<file path="src/rtl/mem_arbiter_pkg.sv">
// Shared LC-3b memory-side types and the arbiter state encoding.
package lc3b_types;

  typedef logic [15:0]  lc3b_word;
  typedef logic [127:0] lc3b_line;

  typedef enum logic [2:0] {
    IDLE,
    I_BUSY,
    D_BUSY,
    I_DONE,
    D_DONE
  } arb_state_t;

  // Consecutive contested data grants allowed before the instruction side wins.
  localparam logic [1:0] STARVE_LIMIT = 2'd2;

  function automatic logic is_busy(arb_state_t s);
    return (s == I_BUSY) || (s == D_BUSY);
  endfunction

endpackage

</file>
<file path="src/rtl/mem_arbiter_if.sv">
// Bundle of the instruction-cache, data-cache and physical-memory ports around the arbiter.
interface mem_arbiter_if;
  import lc3b_types::*;

  logic     i_read;
  lc3b_word i_address;
  lc3b_line i_rdata;
  logic     i_resp;

  logic     d_read;
  logic     d_write;
  lc3b_word d_address;
  lc3b_line d_wdata;
  lc3b_line d_rdata;
  logic     d_resp;

  logic     pmem_read;
  logic     pmem_write;
  lc3b_word pmem_address;
  lc3b_line pmem_wdata;
  lc3b_line pmem_rdata;
  logic     pmem_resp;

  modport slave (
    input  i_read, i_address, d_read, d_write, d_address, d_wdata, pmem_rdata, pmem_resp,
    output i_rdata, i_resp, d_rdata, d_resp, pmem_read, pmem_write, pmem_address, pmem_wdata
  );

  modport master (
    output i_read, i_address, d_read, d_write, d_address, d_wdata, pmem_rdata, pmem_resp,
    input  i_rdata, i_resp, d_rdata, d_resp, pmem_read, pmem_write, pmem_address, pmem_wdata
  );

endinterface

</file>
<file path="src/rtl/mem_arbiter_register.sv">
// Generic load-enabled register with asynchronous clear; used for the returned-line latches.
module register #(
  parameter int WIDTH = 128
) (
  input  logic             clk,
  input  logic             reset,
  input  logic             load,
  input  logic [WIDTH-1:0] data,
  output logic [WIDTH-1:0] value
);

  always_ff @(posedge clk or posedge reset) begin
    if (reset)
      value <= '0;
    else if (load)
      value <= data;
  end

endmodule

</file>
<file path="src/rtl/mem_arbiter.sv">
// Arbitrates instruction-cache and data-cache line transactions onto one physical-memory port.
//
//   state  | meaning
//   IDLE   | sample requests, grant one side, capture address/wdata
//   I_BUSY | instruction fill in flight on pmem
//   D_BUSY | data fill or writeback in flight on pmem
//   I_DONE | one-cycle i_resp with latched line
//   D_DONE | one-cycle d_resp with latched line
module mem_arbiter
  import lc3b_types::*;
(
  input logic          clk,
  input logic          reset,
  mem_arbiter_if.slave bus
);

  arb_state_t state;
  arb_state_t state_next;
  logic       grant_i;
  logic       grant_d;
  logic       req_d;
  lc3b_word   addr_q;
  lc3b_line   wdata_q;
  logic       write_q;
  logic [1:0] starve_cnt;

  assign req_d = bus.d_read | bus.d_write;

  always_comb begin
    state_next = state;
    grant_i    = 1'b0;
    grant_d    = 1'b0;
    case (state)
      IDLE: begin
        if (req_d && (!bus.i_read || starve_cnt != STARVE_LIMIT)) begin
          grant_d    = 1'b1;
          state_next = D_BUSY;
        end else if (bus.i_read) begin
          grant_i    = 1'b1;
          state_next = I_BUSY;
        end
      end
      I_BUSY:  if (bus.pmem_resp) state_next = I_DONE;
      D_BUSY:  if (bus.pmem_resp) state_next = D_DONE;
      I_DONE:  state_next = IDLE;
      D_DONE:  state_next = IDLE;
      default: state_next = IDLE;
    endcase
  end

  always_ff @(posedge clk or posedge reset) begin
    if (reset) begin
      state      <= IDLE;
      addr_q     <= '0;
      wdata_q    <= '0;
      write_q    <= 1'b0;
      starve_cnt <= '0;
    end else begin
      state <= state_next;
      if (grant_d) begin
        addr_q     <= bus.d_address;
        wdata_q    <= bus.d_wdata;
        write_q    <= bus.d_write;
        // Only data wins that actually held off a pending instruction fill count toward starvation.
        starve_cnt <= bus.i_read ? starve_cnt + 2'd1 : 2'd0;
      end else if (grant_i) begin
        addr_q     <= bus.i_address;
        write_q    <= 1'b0;
        starve_cnt <= '0;
      end
    end
  end

  assign bus.pmem_read    = (state == I_BUSY) || ((state == D_BUSY) && !write_q);
  assign bus.pmem_write   = (state == D_BUSY) && write_q;
  assign bus.pmem_address = addr_q;
  assign bus.pmem_wdata   = wdata_q;
  assign bus.i_resp       = (state == I_DONE);
  assign bus.d_resp       = (state == D_DONE);

  register #(.WIDTH(128)) i_line (
    .clk   (clk),
    .reset (reset),
    .load  (is_busy(state) && (state == I_BUSY) && bus.pmem_resp),
    .data  (bus.pmem_rdata),
    .value (bus.i_rdata)
  );

  register #(.WIDTH(128)) d_line (
    .clk   (clk),
    .reset (reset),
    .load  (is_busy(state) && (state == D_BUSY) && bus.pmem_resp),
    .data  (bus.pmem_rdata),
    .value (bus.d_rdata)
  );

endmodule

</file>
<file path="src/flat_wrapper.sv">
// flat-port wrapper written by rule: the top's interface ports become plain ports
module mem_arbiter_flat import lc3b_types::*;
  (clk, reset, bus_i_read, bus_i_address, bus_d_read, bus_d_write, bus_d_address, bus_d_wdata, bus_pmem_rdata, bus_pmem_resp, bus_i_rdata, bus_i_resp, bus_d_rdata, bus_d_resp, bus_pmem_read, bus_pmem_write, bus_pmem_address, bus_pmem_wdata);
  mem_arbiter_if bus_i ();
  input logic clk;
  input logic reset;
  input wire logic [$bits(bus_i.i_read)-1:0] bus_i_read;
  input wire logic [$bits(bus_i.i_address)-1:0] bus_i_address;
  input wire logic [$bits(bus_i.d_read)-1:0] bus_d_read;
  input wire logic [$bits(bus_i.d_write)-1:0] bus_d_write;
  input wire logic [$bits(bus_i.d_address)-1:0] bus_d_address;
  input wire logic [$bits(bus_i.d_wdata)-1:0] bus_d_wdata;
  input wire logic [$bits(bus_i.pmem_rdata)-1:0] bus_pmem_rdata;
  input wire logic [$bits(bus_i.pmem_resp)-1:0] bus_pmem_resp;
  output wire logic [$bits(bus_i.i_rdata)-1:0] bus_i_rdata;
  output wire logic [$bits(bus_i.i_resp)-1:0] bus_i_resp;
  output wire logic [$bits(bus_i.d_rdata)-1:0] bus_d_rdata;
  output wire logic [$bits(bus_i.d_resp)-1:0] bus_d_resp;
  output wire logic [$bits(bus_i.pmem_read)-1:0] bus_pmem_read;
  output wire logic [$bits(bus_i.pmem_write)-1:0] bus_pmem_write;
  output wire logic [$bits(bus_i.pmem_address)-1:0] bus_pmem_address;
  output wire logic [$bits(bus_i.pmem_wdata)-1:0] bus_pmem_wdata;
  assign bus_i.i_read = bus_i_read;
  assign bus_i.i_address = bus_i_address;
  assign bus_i.d_read = bus_d_read;
  assign bus_i.d_write = bus_d_write;
  assign bus_i.d_address = bus_d_address;
  assign bus_i.d_wdata = bus_d_wdata;
  assign bus_i.pmem_rdata = bus_pmem_rdata;
  assign bus_i.pmem_resp = bus_pmem_resp;
  assign bus_i_rdata = bus_i.i_rdata;
  assign bus_i_resp = bus_i.i_resp;
  assign bus_d_rdata = bus_i.d_rdata;
  assign bus_d_resp = bus_i.d_resp;
  assign bus_pmem_read = bus_i.pmem_read;
  assign bus_pmem_write = bus_i.pmem_write;
  assign bus_pmem_address = bus_i.pmem_address;
  assign bus_pmem_wdata = bus_i.pmem_wdata;
  mem_arbiter u_core (.clk(clk), .reset(reset), .bus(bus_i));
endmodule
</file>
<file path="config.mk">
export PLATFORM = sky130hd
export DESIGN_NAME = mem_arbiter_flat
export DESIGN_NICKNAME = d
export VERILOG_FILES = /design/src/rtl/mem_arbiter_pkg.sv /design/src/rtl/mem_arbiter_if.sv /design/src/rtl/mem_arbiter_register.sv /design/src/rtl/mem_arbiter.sv /design/src/flat_wrapper.sv
export SDC_FILE = /design/constraint.sdc
export NUM_CORES = 1
export LEC_CHECK = 0
export CAP_MARGIN = 20
export CORE_AREA = 2 2 271 273
export DETAILED_ROUTE_END_ITERATION = 6
export DIE_AREA = 0 0 273 275
export GPL_TIMING_DRIVEN = 0
export PLACE_DENSITY_LB_ADDON = 0.15
export SLEW_MARGIN = 5
export SYNTH_ARGS = -nofsm -noshare
export SYNTH_HDL_FRONTEND = slang
export SYNTH_HIERARCHICAL = 1
export SYNTH_SLANG_ARGS = --single-unit
</file>
<file path="constraint.sdc">
create_clock -name clk -period 5.26 [get_ports clk]
set_input_delay 0.526 -clock clk [delete_from_list [all_inputs] [get_ports clk]]
set_output_delay 0.526 -clock clk [all_outputs]
set_load 0.005 [all_outputs]
</file>
Word-level counts from Yosys, hierarchy flattened
Cells that the tools add are included.
{ "word_totals": {"out_inout_bits": 404, "ff_bits": 406} }
{ "op_classes": {"muxes": 17, "n_eq_ne": 8, "n_reduce_logical": 15, "n_bitwise": 1, "add_sub_neg": 1} }
{ "op_table": {"columns": ["operator", "n"], "rows": [
  ["$mux W16", 2],
  ["$mux W3", 4],
  ["$pmux W3 S3", 1],
  ["$logic_and A1 B1 Y1", 7],
  ["$mux W1", 7],
  ["$eq A3 B2 Y1 const B", 2],
  ["$mux W2", 3],
  ["$ne A2 B2 Y1 const B", 3],
  ["$eq A3 B1 Y1 const B", 1],
  ["$eq A3 B3 Y1 const B", 1],
  ["$logic_not A3 Y1", 1],
  ["$logic_or A1 B1 Y1", 3],
  ["$ne A3 B2 Y1 const B", 1],
  ["$reduce_and A3 Y1", 1],
  ["$add A2 B1 Y2 const B", 1],
  ["$logic_not A1 Y1", 2],
  ["$reduce_bool A2 Y1", 1],
  ["$or A1 B1 Y1", 1]
]} }

Longest topological paths before layout
Gate-level depths: netlist (run 1).
{ "logic_depth": {"ltp_word": 7, "mapped_depth": 7, "mapped_depth_nobuf": 5} }

Hierarchy
Netlist (run 1), hierarchy kept.
{ "by_module_without_submodules": {"columns": ["module", "seq_area_each_um2", "cells_per_inst", "area_each_um2", "instances"], "rows": [
  ["register", 3203.1, 271, 4825.9, 2],
  ["mem_arbiter", 3753.6, 396, 5990.7, 1]
]} }

Least setup slack after synthesis (run 1)
Ideal clock, no wire load.
{ "synth_path": {"kind": "flip-flop to flip-flop", "from": "register u_core.state[0]", "to": "register u_core.d_line.value[61]", "path_slack_ns": 3.399, "t_arrival_ns": 1.737, "setup_ns": 0.125, "path_buffers": 3, "stages_incl_launch_ff": 6, "required_ns": 5.135, "cell_sequence": "dfrtp_1 clkbuf_1 nor4bb_1 clkbuf_8 buf_6 mux2_2"} }
{ "synth_via": {"elab_chain_len": 4, "word_cells_on_any_way": 5, "cone_classes": "2 x eq/ne; 3 x reduce/logical"} }
{ "synth_rtl": {"columns": ["item", "line", "rtl"], "rows": [
  ["start, declared", "mem_arbiter.sv:17", "arb_state_t state;"],
  ["start signal, assigned", "mem_arbiter.sv:59", "state <= state_next;"],
  ["$eq A3 B1 Y1 / $eq A3 B2 Y1 (equally long branches)", "mem_arbiter_pkg.sv:19, mem_arbiter.sv:92", null],
  ["$logic_or A1 B1 Y1", "mem_arbiter_pkg.sv:19", "return (s == I_BUSY) || (s == D_BUSY);"],
  ["$logic_and A1 B1 Y1 (*) (2 in series)", "mem_arbiter.sv:92", ".load (is_busy(state) && (state == D_BUSY) && bus.pmem_resp),"],
  ["end signal, assigned", "mem_arbiter_register.sv:16", "value <= data;"],
  ["end, declared", "mem_arbiter_register.sv:9", "output logic [WIDTH-1:0] value"]
]} }
Mark *: on every way between the ends. The rest lies on a longest branch, timed or not.
A chain may end at the register's enable or synchronous reset.

Worst setup path after layout (run 1)
{ "layout_path": {"from": "register u_core.state[0]", "to": "output port bus_pmem_read"} }
{ "layout_via": {"elab_chain_len": 3, "word_cells_on_any_way": 4, "cone_classes": "2 x eq/ne; 2 x reduce/logical"} }
{ "layout_rtl": {"columns": ["item", "line", "rtl"], "rows": [
  ["$eq A3 B2 Y1", "mem_arbiter.sv:74", "assign bus.pmem_read = (state == I_BUSY) || ((state == D_BUSY) && !write_q);"],
  ["$logic_and A1 B1 Y1", "mem_arbiter.sv:74", null],
  ["$logic_or A1 B1 Y1 (*)", "mem_arbiter.sv:74", null],
  ["end, declared", "flat_wrapper.sv:19", "output wire logic [$bits(bus_i.pmem_read)-1:0] bus_pmem_read;"]
]} }
Marks and branches as above.

==> results of run 1 <==
==> layout make-up <==
| class | count | share of cell area [%] |
|---|---|---|
| tap | 959 | 4.706 |
| clock inverter | 16 | 0.5103 |
| antenna | 5 | 0.04907 |
| multi-input combinational | 476 | 19.25 |
| timing repair buffer | 700 | 27.69 |
| clock buffer | 74 | 5.614 |
| buffer | 52 | 2.198 |
| sequential | 406 | 39.84 |
| inverter | 4 | 0.1472 |
==> layer usage <==
metal	part of all wire, %	wire (microns)	global-route usage [%]	vias to the layer above
met2	51	28330	25.54	472
met5	0.089	50	0	-
met4	1.9	1092	3.897	8
li1	-	-	-	4849
met3	11	6243	6.572	76
met1	36	20300	15.40	5516
==> final timing paths <==
check	start	depth (start not counted)	slack (ns)	endpoint
min	u_core/bus.pmem_wdata[69]$_DFFE_PP0P_	1	0.48	u_core/bus.pmem_wdata[69]$_DFFE_PP0P_
max in group asynchronous	reset	3	3.66	u_core/i_line/value[98]$_DFFE_PP0P_
min in group asynchronous	reset	2	0.62	u_core/i_line/value[9]$_DFFE_PP0P_
max	u_core/state[0]$_DFFE_PP0P_	4	2.54	bus_pmem_read
min reg2reg	u_core/bus.pmem_wdata[69]$_DFFE_PP0P_	1	0.48	u_core/bus.pmem_wdata[69]$_DFFE_PP0P_
max reg2reg	u_core/state[1]$_DFFE_PP0P_	5	2.83	u_core/d_line/value[94]$_DFFE_PP0P_
==> kinds of logic (layout without fill, tap and decap cells) <==
family,after synthesis,after routing
AO/OA/AOI/OAI,55,55
AND/OR/NAND/NOR,34,34
buffers and inverters,56,846
multiplexers,386,386
adder cells (fa/ha/maj),1,1
other,0,5
flip-flops,406,406
==> Yosys cell counts <==
library cell  instances
mux2_2              275
o2bb2ai_4             1
nor3_1                4
dfrtp_1             406
o31ai_1              15
nand2_1               1
nand2_2               1
o21ai_0              19
a2bb2oi_2             1
nor4bb_1              3
a2111oi_0             1
a22o_1                1
inv_1                 4
ha_1                  1
buf_6                24
buf_2                 4
a21oi_1              16
mux2i_1               2
nor3b_1               1
clkbuf_8             16
buf_4                 1
and3b_1               1
nor3_2                1
nor2b_1               1
nor2_1               17
buf_12                1
clkbuf_1              6
nand3_1               1
o2bb2ai_1             1
mux2_1              109
or3_1                 2
nor2_8                1
==> placed cells by master, fill, tap and decap left out, types with 2 or more instances in the layout <==
| cell type | n |
|---|---|
| buf_2 | 4 |
| buf_16 | 3 |
| a21oi_1 | 16 |
| clkinv_2 | 10 |
| mux2_1 | 109 |
| o21ai_0 | 19 |
| diode_2 | 5 |
| clkdlybuf4s50_1 | 697 |
| clkbuf_16 | 50 |
| nor3_1 | 4 |
| inv_6 | 3 |
| mux2_2 | 275 |
| inv_8 | 3 |
| or3_1 | 2 |
| clkbuf_1 | 21 |
| dfrtp_1 | 406 |
| clkbuf_8 | 25 |
| nor4bb_1 | 3 |
| o31ai_1 | 15 |
| nor2_1 | 17 |
| mux2i_1 | 2 |
| buf_6 | 24 |
==> flip-flops by register name, indices dropped and copies added (netlist names) <==
name / count
u_core/bus.pmem_wdata: 128
u_core/d_line/value: 128
u_core/i_line/value: 128
u_core/bus.pmem_address: 16
u_core/state: 3
u_core/starve_cnt: 2
u_core/write_q: 1
==> through the flow <==
stage          util [%]  setup slack [ns]  hold slack (ns)  cell area [sq um]
2_1_floorplan         -            0.6976           0.4509              15640
3_3_place_gp      32.93            -2.082           0.4666              23820
3_5_place_dp      33.07             2.334           0.4750              23920
4_1_cts           35.23             2.475           0.4779              25490
5_1_grt           35.24             2.380           0.4951              25490
6_report          35.25             2.544           0.4829              25500
==> power by group through the flow <==
stage	registers, mW	clock network [mW]	logic (mW)
after floorplan	5.62	0	2.50
after global placement	5.50	0	7.04
after detailed placement	5.56	0	7.08
after CTS	5.53	3.44	7.11
after global routing	5.73	3.57	7.42
final	5.50	3.29	6.92
==> critical path: cells and delay by family, from the launching register on <==
| kind | cells | cell delay, ns |
|---|---|---|
| buffers and inverters | 2 | 0.95 |
| muxes | 1 | 0.13 |
| DFF | 1 | 0.39 |
| and+or+nand+nor | 1 | 0.13 |
==> metrics.yaml, run 1 <==
run_status:
  outcome: "finished, final reports clean"
power_and_ir_drop:
  powerDensity_nw_per_um2: 616.2
  switching_power_mw: 4.602
  sw_frac_of_total_pct: 29.29
  seqPwrFrac_pct: 35.0
  p_int_mw: 11.11
  power_mw: 15.71
  comb_power_share_pct: 44.1
  leakagePower_nw: 10.37
  pwr-share-clk_pct: 21.0
  ir_worst_vdd_v: 0.0003348
final_layout:
  regArea_sq_um: 10160
  multi_input_area_sq_um: 4907
  areaGrowthSynthToFinish_pct: 63.01
  nNetsFinal: 1985
  final_cell_count_no_fill: 2692
  drive_gt1_share_pct: 23.55
  fillers: 7045
floorplanning:
  coreArea_sq_um: 72340
  start_util_pct: 21.62
  chipWidth_microns: 273
  io_pins: 698
  die-height_microns: 275
  fp-row-count: 99
  dieArea_sq_um: 75080
synthesis:
  synth_seq_cells: 406
  netlist_top_cells_area: "dfrtp_1 65%, mux2_2 20%, mux2_1 7.8%, buf_6 1.7%, clkbuf_8 1.4%"
  syn_area_per_cell_sq_um: 16.68
  synthMuxAreaShare_pct: 27.77
  synth_top_family_by_area: "multiplexers"
  yosys.area_share.simple_pct: 1.240
  synth_compound_area_share_pct: 2.280
  synth.distinct_cells: 32
  syn_area_sq_um: 15640
  netlist.top_cell.by_area: "dfrtp_1"
  synth-adder-area-share_pct: 0.07999
  synth-xor-area-share_pct: 0
  post-synth-top-area-fraction_pct: 64.95
  syn_inst: 938
  seq_area_frac_synth_pct: 64.95
  yosys_warnings: 6
  syn-num-nets: 1233
setup_path:
  timing.critical_path.fanout_max: 10
  critPathMaxStageDelay_ns: 0.61
  crit_path_start_kind: "register"
  cpMaxStageDelayCell: "clkdlybuf4s50_1"
  cp_data_required_time_ns: 4.73
  worst_ep_arrival_time_ns: 2.19
  path_class: "register to primary output"
  worstPathCellList: "clkbuf_1, mux2i_1, nor2_1, clkdlybuf4s50_1"
  cp-end-kind: "primary output"
global_routing:
  antenna_found_initial: 9
  grt_max_degree: 92
  gr-total-overflow: 0
  grt_pass1_wl_microns: 80470
  grt_usage_pct: 14.39
  grt_pass1_vias: 12130
timing:
  min_period_ns: 2.716
  finalMaxSlewViolations: 0
  clock.fmax_mhz: 368.1
  period_share_pct: 51.64
  setup_tns_ns: 0
  hold_viol_final: 0
  finalSetupViolCount: 0
  max_slew_margin_pct: 40.49
  tightest_slew_ns: 0.8858
  rsz0062_at_grt: "no"
  skew_ns: 0.01538
clocking:
  cts.reportedPaths.clkPinSlew_ns: 0.06
  cts_tree: "yes"
  cts_root_buf: "clkbuf_16"
  cts.path.max_buffers: 3
  ctsHoldBuffers: 0
  cts_setup_buffers: 0
  ctsResizeCount: 0
  cts.sinks: 406
  clk_latency_ns: 0.58
  cts_buffers: 50
  h-tree-depth: 2
placed_design:
  io_buffers: 697
  post-place-cells: 2597
  dpl.hpwl_microns: 42610
  gp_congestion: 0.7572
routing:
  vias: 10920
  detail-route-antenna-nets: 0
  drt_iter0_drc: 329
  totalWireLength_microns: 56010
  wl_per_cell_microns: 20.81
  drtPass1Iterations: 4
  viasPerCell: 4.057
  drc_errors: 0
worst_hold_path:
  hold_class: "register to register"
flow_run:
  cap_violations: 0
Note: power is estimated with default switching activity, not from simulation.
==> run 2, diff against run 1 <==
- CORE_AREA: 2 2 271 273 -> 2 2 268 270
- DIE_AREA: 0 0 273 275 -> 0 0 270 272
- clock period: 5.26 -> 2.45 ns (I/O delays scaled with it)
==> run 2 against run 1 <==
- non-clock buffer count increased by 9
- largest cell class unchanged
- sequential share of layout area fell by 0.17 points
- wire length is 0.88% higher
- critical path type unchanged
- critical path depth down 1
- highest routed layer unchanged
==> metrics.yaml, run 2 (synthesized netlist as in run 1, its figures left out) <==
clocking:
  cts_root_buf: "clkbuf_16"
  clk_latency_ns: 0.57
  cts.path.max_buffers: 3
  h-tree-depth: 2
  cts_setup_buffers: 0
  cts_tree: "yes"
  cts.reportedPaths.clkPinSlew_ns: 0.06
  cts.sinks: 406
  cts_buffers: 49
power_and_ir_drop:
  power_mw: 33.69
  powerDensity_nw_per_um2: 1315
  ir_worst_vdd_v: 0.0005890
  leakagePower_nw: 10.42
routing:
  vias: 10890
  wl_met3_microns: 5773
  detail-route-antenna-nets: 0
  drt_iter0_drc: 362
  wl_met2_microns: 29330
  dr.max_layer_used: "met5"
  viasPerCell: 4.060
  wl_per_cell_microns: 21.06
  totalWireLength_microns: 56510
  drtPass1Iterations: 4
  wl_met1_microns: 19730
  drc_errors: 0
run_status:
  outcome: "finished, final reports clean"
floorplanning:
  io_pins: 698
  fp-row-count: 98
  coreArea_sq_um: 70750
  die-height_microns: 272
  dieArea_sq_um: 73440
  chipWidth_microns: 270
  start_util_pct: 22.11
placed_design:
  dpl.hpwl_microns: 43400
  post-place-cells: 2598
  gp_congestion: 0.7714
  place_area_sq_um: 24090
  io_buffers: 697
timing:
  finalSetupViolCount: 0
  setup_tns_ns: 0
  max_slew_margin_pct: 38.39
  period_share_pct: 94.71
  skew_ns: 0.01677
  hold_viol_final: 0
  finalMaxSlewViolations: 0
  min_period_ns: 2.320
  clock.fmax_mhz: 430.9
  rsz0062_at_grt: "no"
  tightest_slew_ns: 0.9172
global_routing:
  grt_pass1_vias: 12160
  antenna_found_initial: 8
  grt_pass1_wl_microns: 82520
  grt_max_degree: 36
  gr-total-overflow: 0
  grt_usage_pct: 15.03
final_layout:
  final_common_cell: "clkdlybuf4s50_1"
  final_cell_count_no_fill: 2683
  areaGrowthSynthToFinish_pct: 63.72
  drive_gt1_share_pct: 23.93
  final_cell_mix: "696 x clkdlybuf4s50_1, 406 x dfrtp_1, 275 x mux2_2"
  fin_util_pct: 36.20
  nNetsFinal: 1993
  fillers: 6866
  fin_area_sq_um: 25610
flow_run:
  cap_violations: 0
setup_path:
  cp-end-kind: "primary output"
  worstPathCellList: "clkbuf_2, nor3b_1, clkdlybuf4s50_1"
  cp_data_required_time_ns: 2.20
  cpMaxStageDelayCell: "clkdlybuf4s50_1"
  worst_ep_arrival_time_ns: 2.08
  path_class: "register to primary output"
  timing.critical_path.fanout_max: 10
  crit_path_start_kind: "register"
  critPathMaxStageDelay_ns: 0.62
worst_hold_path:
  hold_class: "input pin to asynchronous set/reset pin"
[run 2: changes by cell type in the layout (fill, tap and decap cells not counted), moves of 2 or more]
cell / delta
buf_12: +12
clkbuf_1: -4
clkbuf_8: +3
clkinv_2: -3
clkinvlp_4: +3
inv_6: -3
inv_8: -3
buf_16: -2
diode_2: -2
[run 2: layer usage]
layer / up-vias / GRT usage (%)
li1: 4867 / -
met1: 5482 / 15.32
met5: - / 0
met3: 88 / 6.947
met2: 445 / 27.22
met4: 10 / 4.766
[run 2: layout make-up]
cell class | instances | area (sq um) | area share, %
Timing Repair Buffer | 710 | 7243 | 28.28
Clock buffer | 74 | 1440 | 5.623
Clock inverter | 9 | 72.57 | 0.2834
Buffer | 51 | 558.0 | 2.179
Inverter | 4 | 26.28 | 0.1026
Sequential cell | 406 | 10160 | 39.67
Tap cell | 950 | 1189 | 4.641
Multi-Input combinational cell | 476 | 4913 | 19.19
Antenna cell | 3 | 7.507 | 0.02931
[run 2: stage by stage]
step / setup WS, ns / hold slack, ns
2_1_floorplan: 0.3160 / 0.3578
3_3_place_gp: -1.538 / 0.4659
3_5_place_dp: -0.2286 / 0.4737
4_1_cts: 0.06025 / 0.1270
5_1_grt: 0.01411 / 0.1432
6_report: 0.1295 / 0.1532
[run 2: worst paths after layout]
path,startpoint,endpoint,slack [ns],depth (start not counted)
max in group asynchronous,reset,u_core/i_line/value[60]$_DFFE_PP0P_,0.85,6
min in group clk,bus_d_wdata[118],u_core/bus.pmem_wdata[118]$_DFFE_PP0P_,0.26,2
worst min register to register,u_core/bus.pmem_wdata[122]$_DFFE_PP0P_,u_core/bus.pmem_wdata[122]$_DFFE_PP0P_,0.48,1
worst min-delay path,reset,u_core/d_line/value[96]$_DFFE_PP0P_,0.15,2
worst max-delay path,u_core/state[0]$_DFFE_PP0P_,bus_d_resp,0.13,3
worst max register to register,u_core/state[0]$_DFFE_PP0P_,u_core/d_line/value[93]$_DFFE_PP0P_,0.24,5
[run 2: what timing repair did]
item	CTS	global route
endpoints found under the hold margin	0	0
gates resized for setup	3	0
setup endpoints to repair	93	0
hold buffers	0	0
[run 2: worst max-delay path, delay by kind of cell, from the launching register on]
family	cells	cell delay [ns]
AND/OR/NAND/NOR	1	0.27
flip-flops	1	0.41
buffers and inverters	2	0.83
[run 2: power by group]
part / switching [mW] / internal (mW) / total, mW / leakage, nW
clock network: 2.85 / 4.11 / 6.97 / 0.747
registers: 1.74 / 10.1 / 11.9 / 4.85
logic: 5.24 / 9.62 / 14.9 / 4.82
total: 9.83 / 23.9 / 33.7 / 10.4
==> run 3, diff against run 2 <==
- REMOVE_ABC_BUFFERS: default -> 1
==> run 3 against run 2 <==
- register-to-register slack got worse by 0.12 ns
- global-route usage rose by 0.28 points
- power rose by 0.67%
- core utilization fell by 0.16 points
==> metrics.yaml, run 3 (synthesized netlist as in run 1, its figures left out) <==
setup_path:
  timing.rr.start: "u_core/state[0]$_DFFE_PP0P_"
  worstRegToRegCells: 8
  path_class: "register to register"
  cp-startpoint: "u_core/state[0]$_DFFE_PP0P_"
  rr_endpoint: "u_core/d_line/value[32]$_DFFE_PP0P_"
  cp_data_required_time_ns: 2.91
  worstPathCellList: "nor4bb_4, buf_4, buf_6, buf_8, buf_6, buf_6, buf_6, mux2_2"
  critPathMaxStageDelay_ns: 0.44
  worst_ep_arrival_time_ns: 2.79
  path_buf_inv: 6
  endpoint: "u_core/d_line/value[32]$_DFFE_PP0P_"
  cp_common_cell: "buf_6"
  cpMaxStageDelayCell: "dfrtp_2"
  cp_num_cells: 8
  r2r_slack_ns: 0.12
  cp-end-kind: "register"
  crit_family: "buffers and inverters"
  timing.critical_path.fanout_max: 22
  crit_path_start_kind: "register"
timing:
  period_share_pct: 95.10
  setup_tns_ns: 0
  min_period_ns: 2.330
  tightest_slew_ns: 0.8934
  finalMaxSlewViolations: 0
  rsz0062_at_grt: "no"
  timing.hold.ws_ns: 0.2660
  skew_ns: 0.01521
  finalSetupViolCount: 0
  timing.final.ws_setup_ns: 0.1201
  hold_viol_final: 0
  clock.fmax_mhz: 429.2
  max_slew_margin_pct: 40.39
final_layout:
  final_cell_count_no_fill: 2678
  areaGrowthSynthToFinish_pct: 63.01
  final_cell_mix: "697 x clkdlybuf4s50_1, 403 x dfrtp_1, 275 x mux2_2"
  fin_area_sq_um: 25500
  fin_util_pct: 36.04
  drive_gt1_share_pct: 24.14
  nNetsFinal: 1979
  final_common_cell: "clkdlybuf4s50_1"
floorplanning:
  fp-row-count: 98
  io_pins: 698
  die-height_microns: 272
  dieArea_sq_um: 73440
  coreArea_sq_um: 70750
  chipWidth_microns: 270
  start_util_pct: 22.11
placed_design:
  pre_cts_ws_ns: -0.8141
  io_buffers: 697
  dpl.hpwl_microns: 43690
  place_area_sq_um: 23770
  post-place-cells: 2569
  gp_congestion: 0.7703
global_routing:
  gr-total-overflow: 0
  grt_pass1_wl_microns: 84150
  antenna_found_initial: 13
  grt_max_degree: 96
  grt_pass1_vias: 12020
  grt_usage_pct: 15.31
power_and_ir_drop:
  ir_worst_vdd_v: 0.0006405
  switching_power_mw: 10.01
  powerDensity_nw_per_um2: 1330
  seqPwrFrac_pct: 34.9
  comb_power_share_pct: 44.6
  pwr-share-clk_pct: 20.5
  sw_frac_of_total_pct: 29.50
  leakagePower_nw: 10.38
  power_mw: 33.91
  p_int_mw: 23.91
routing:
  detail-route-antenna-nets: 0
  drtPass1Iterations: 4
  drc_errors: 0
  drt_iter0_drc: 329
  vias: 10790
  wl_per_cell_microns: 21.50
  totalWireLength_microns: 57590
  viasPerCell: 4.028
clocking:
  cts.path.max_buffers: 3
  cts_buffers: 48
  cts.sinks: 406
  cts_root_buf: "clkbuf_16"
  h-tree-depth: 2
  cts.reportedPaths.clkPinSlew_ns: 0.06
  ctsHoldBuffers: 0
  clk_latency_ns: 0.57
  cts_tree: "yes"
flow_run:
  cap_violations: 0
worst_hold_path:
  holdPathStages: 2
  hold_class: "input pin to register"
run_status:
  outcome: "finished, final reports clean"
## run 3: cell count changes in the layout (fill, tap and decap cells not counted), sizes merged
cell,before,now
diode,3,9
bufinv,1,2
dlygate4sd2,1,0
clkbuf,95,68
clkinv,7,14
inv,1,6
clkdlybuf4s50,696,697
clkinvlp,4,0
buf,43,49
bufbuf,0,1
## run 3: timing repair
item | CTS | global route
pin swaps | 4 | 0
buffers inserted | 13 | 1
endpoints found under the setup margin | 268 | 53
resized for setup | 7 | 2
cloned | 2 | 1
## run 3: per-layer routing
metal / GRT usage (%) / share of wire (%) / up-vias
li1: - / - / 4847
met1: 16.17 / 36 / 5371
met2: 26.57 / 50 / 454
met3: 6.841 / 9.9 / 106
met4: 6.287 / 3.8 / 8
met5: 0 / 0.092 / -
## run 3: layout make-up
cell class | instances | area (sq um)
Inverter | 4 | 37.54
Clock buffer | 67 | 1353
Clock inverter | 18 | 158.9
Timing Repair Buffer | 748 | 7632
Antenna cell | 9 | 22.52
Sequential cell | 406 | 10160
Fill cell | 6893 | 45250
Multi-Input combinational cell | 476 | 4943
Tap cell | 950 | 1189
## run 3: worst min-delay path by stage
stage | from | end | slack, ns
global placement | u_core/bus.pmem_wdata[100]$_DFFE_PP0P_ | u_core/bus.pmem_wdata[100]$_DFFE_PP0P_ | 0.47
floorplan | bus_pmem_resp | u_core/state[1]$_DFFE_PP0P_ | 0.36
detailed placement | u_core/bus.pmem_wdata[75]$_DFFE_PP0P_ | u_core/bus.pmem_wdata[75]$_DFFE_PP0P_ | 0.47
global route | bus_d_wdata[74] | u_core/bus.pmem_wdata[74]$_DFFE_PP0P_ | 0.24
finish | bus_d_wdata[95] | u_core/bus.pmem_wdata[95]$_DFFE_PP0P_ | 0.27
CTS | bus_d_wdata[53] | u_core/bus.pmem_wdata[53]$_DFFE_PP0P_ | 0.22
## run 3: power groups by stage
stage	Sequential, mW	Clock (mW)	Combinational (mW)
final	11.8	6.95	15.1
after CTS	11.9	7.25	15.5
after floorplan	11.8	0	4.48
after global routing	12.3	7.54	16.2
after global placement	11.0	0	12.3
after detailed placement	12.0	0	15.0
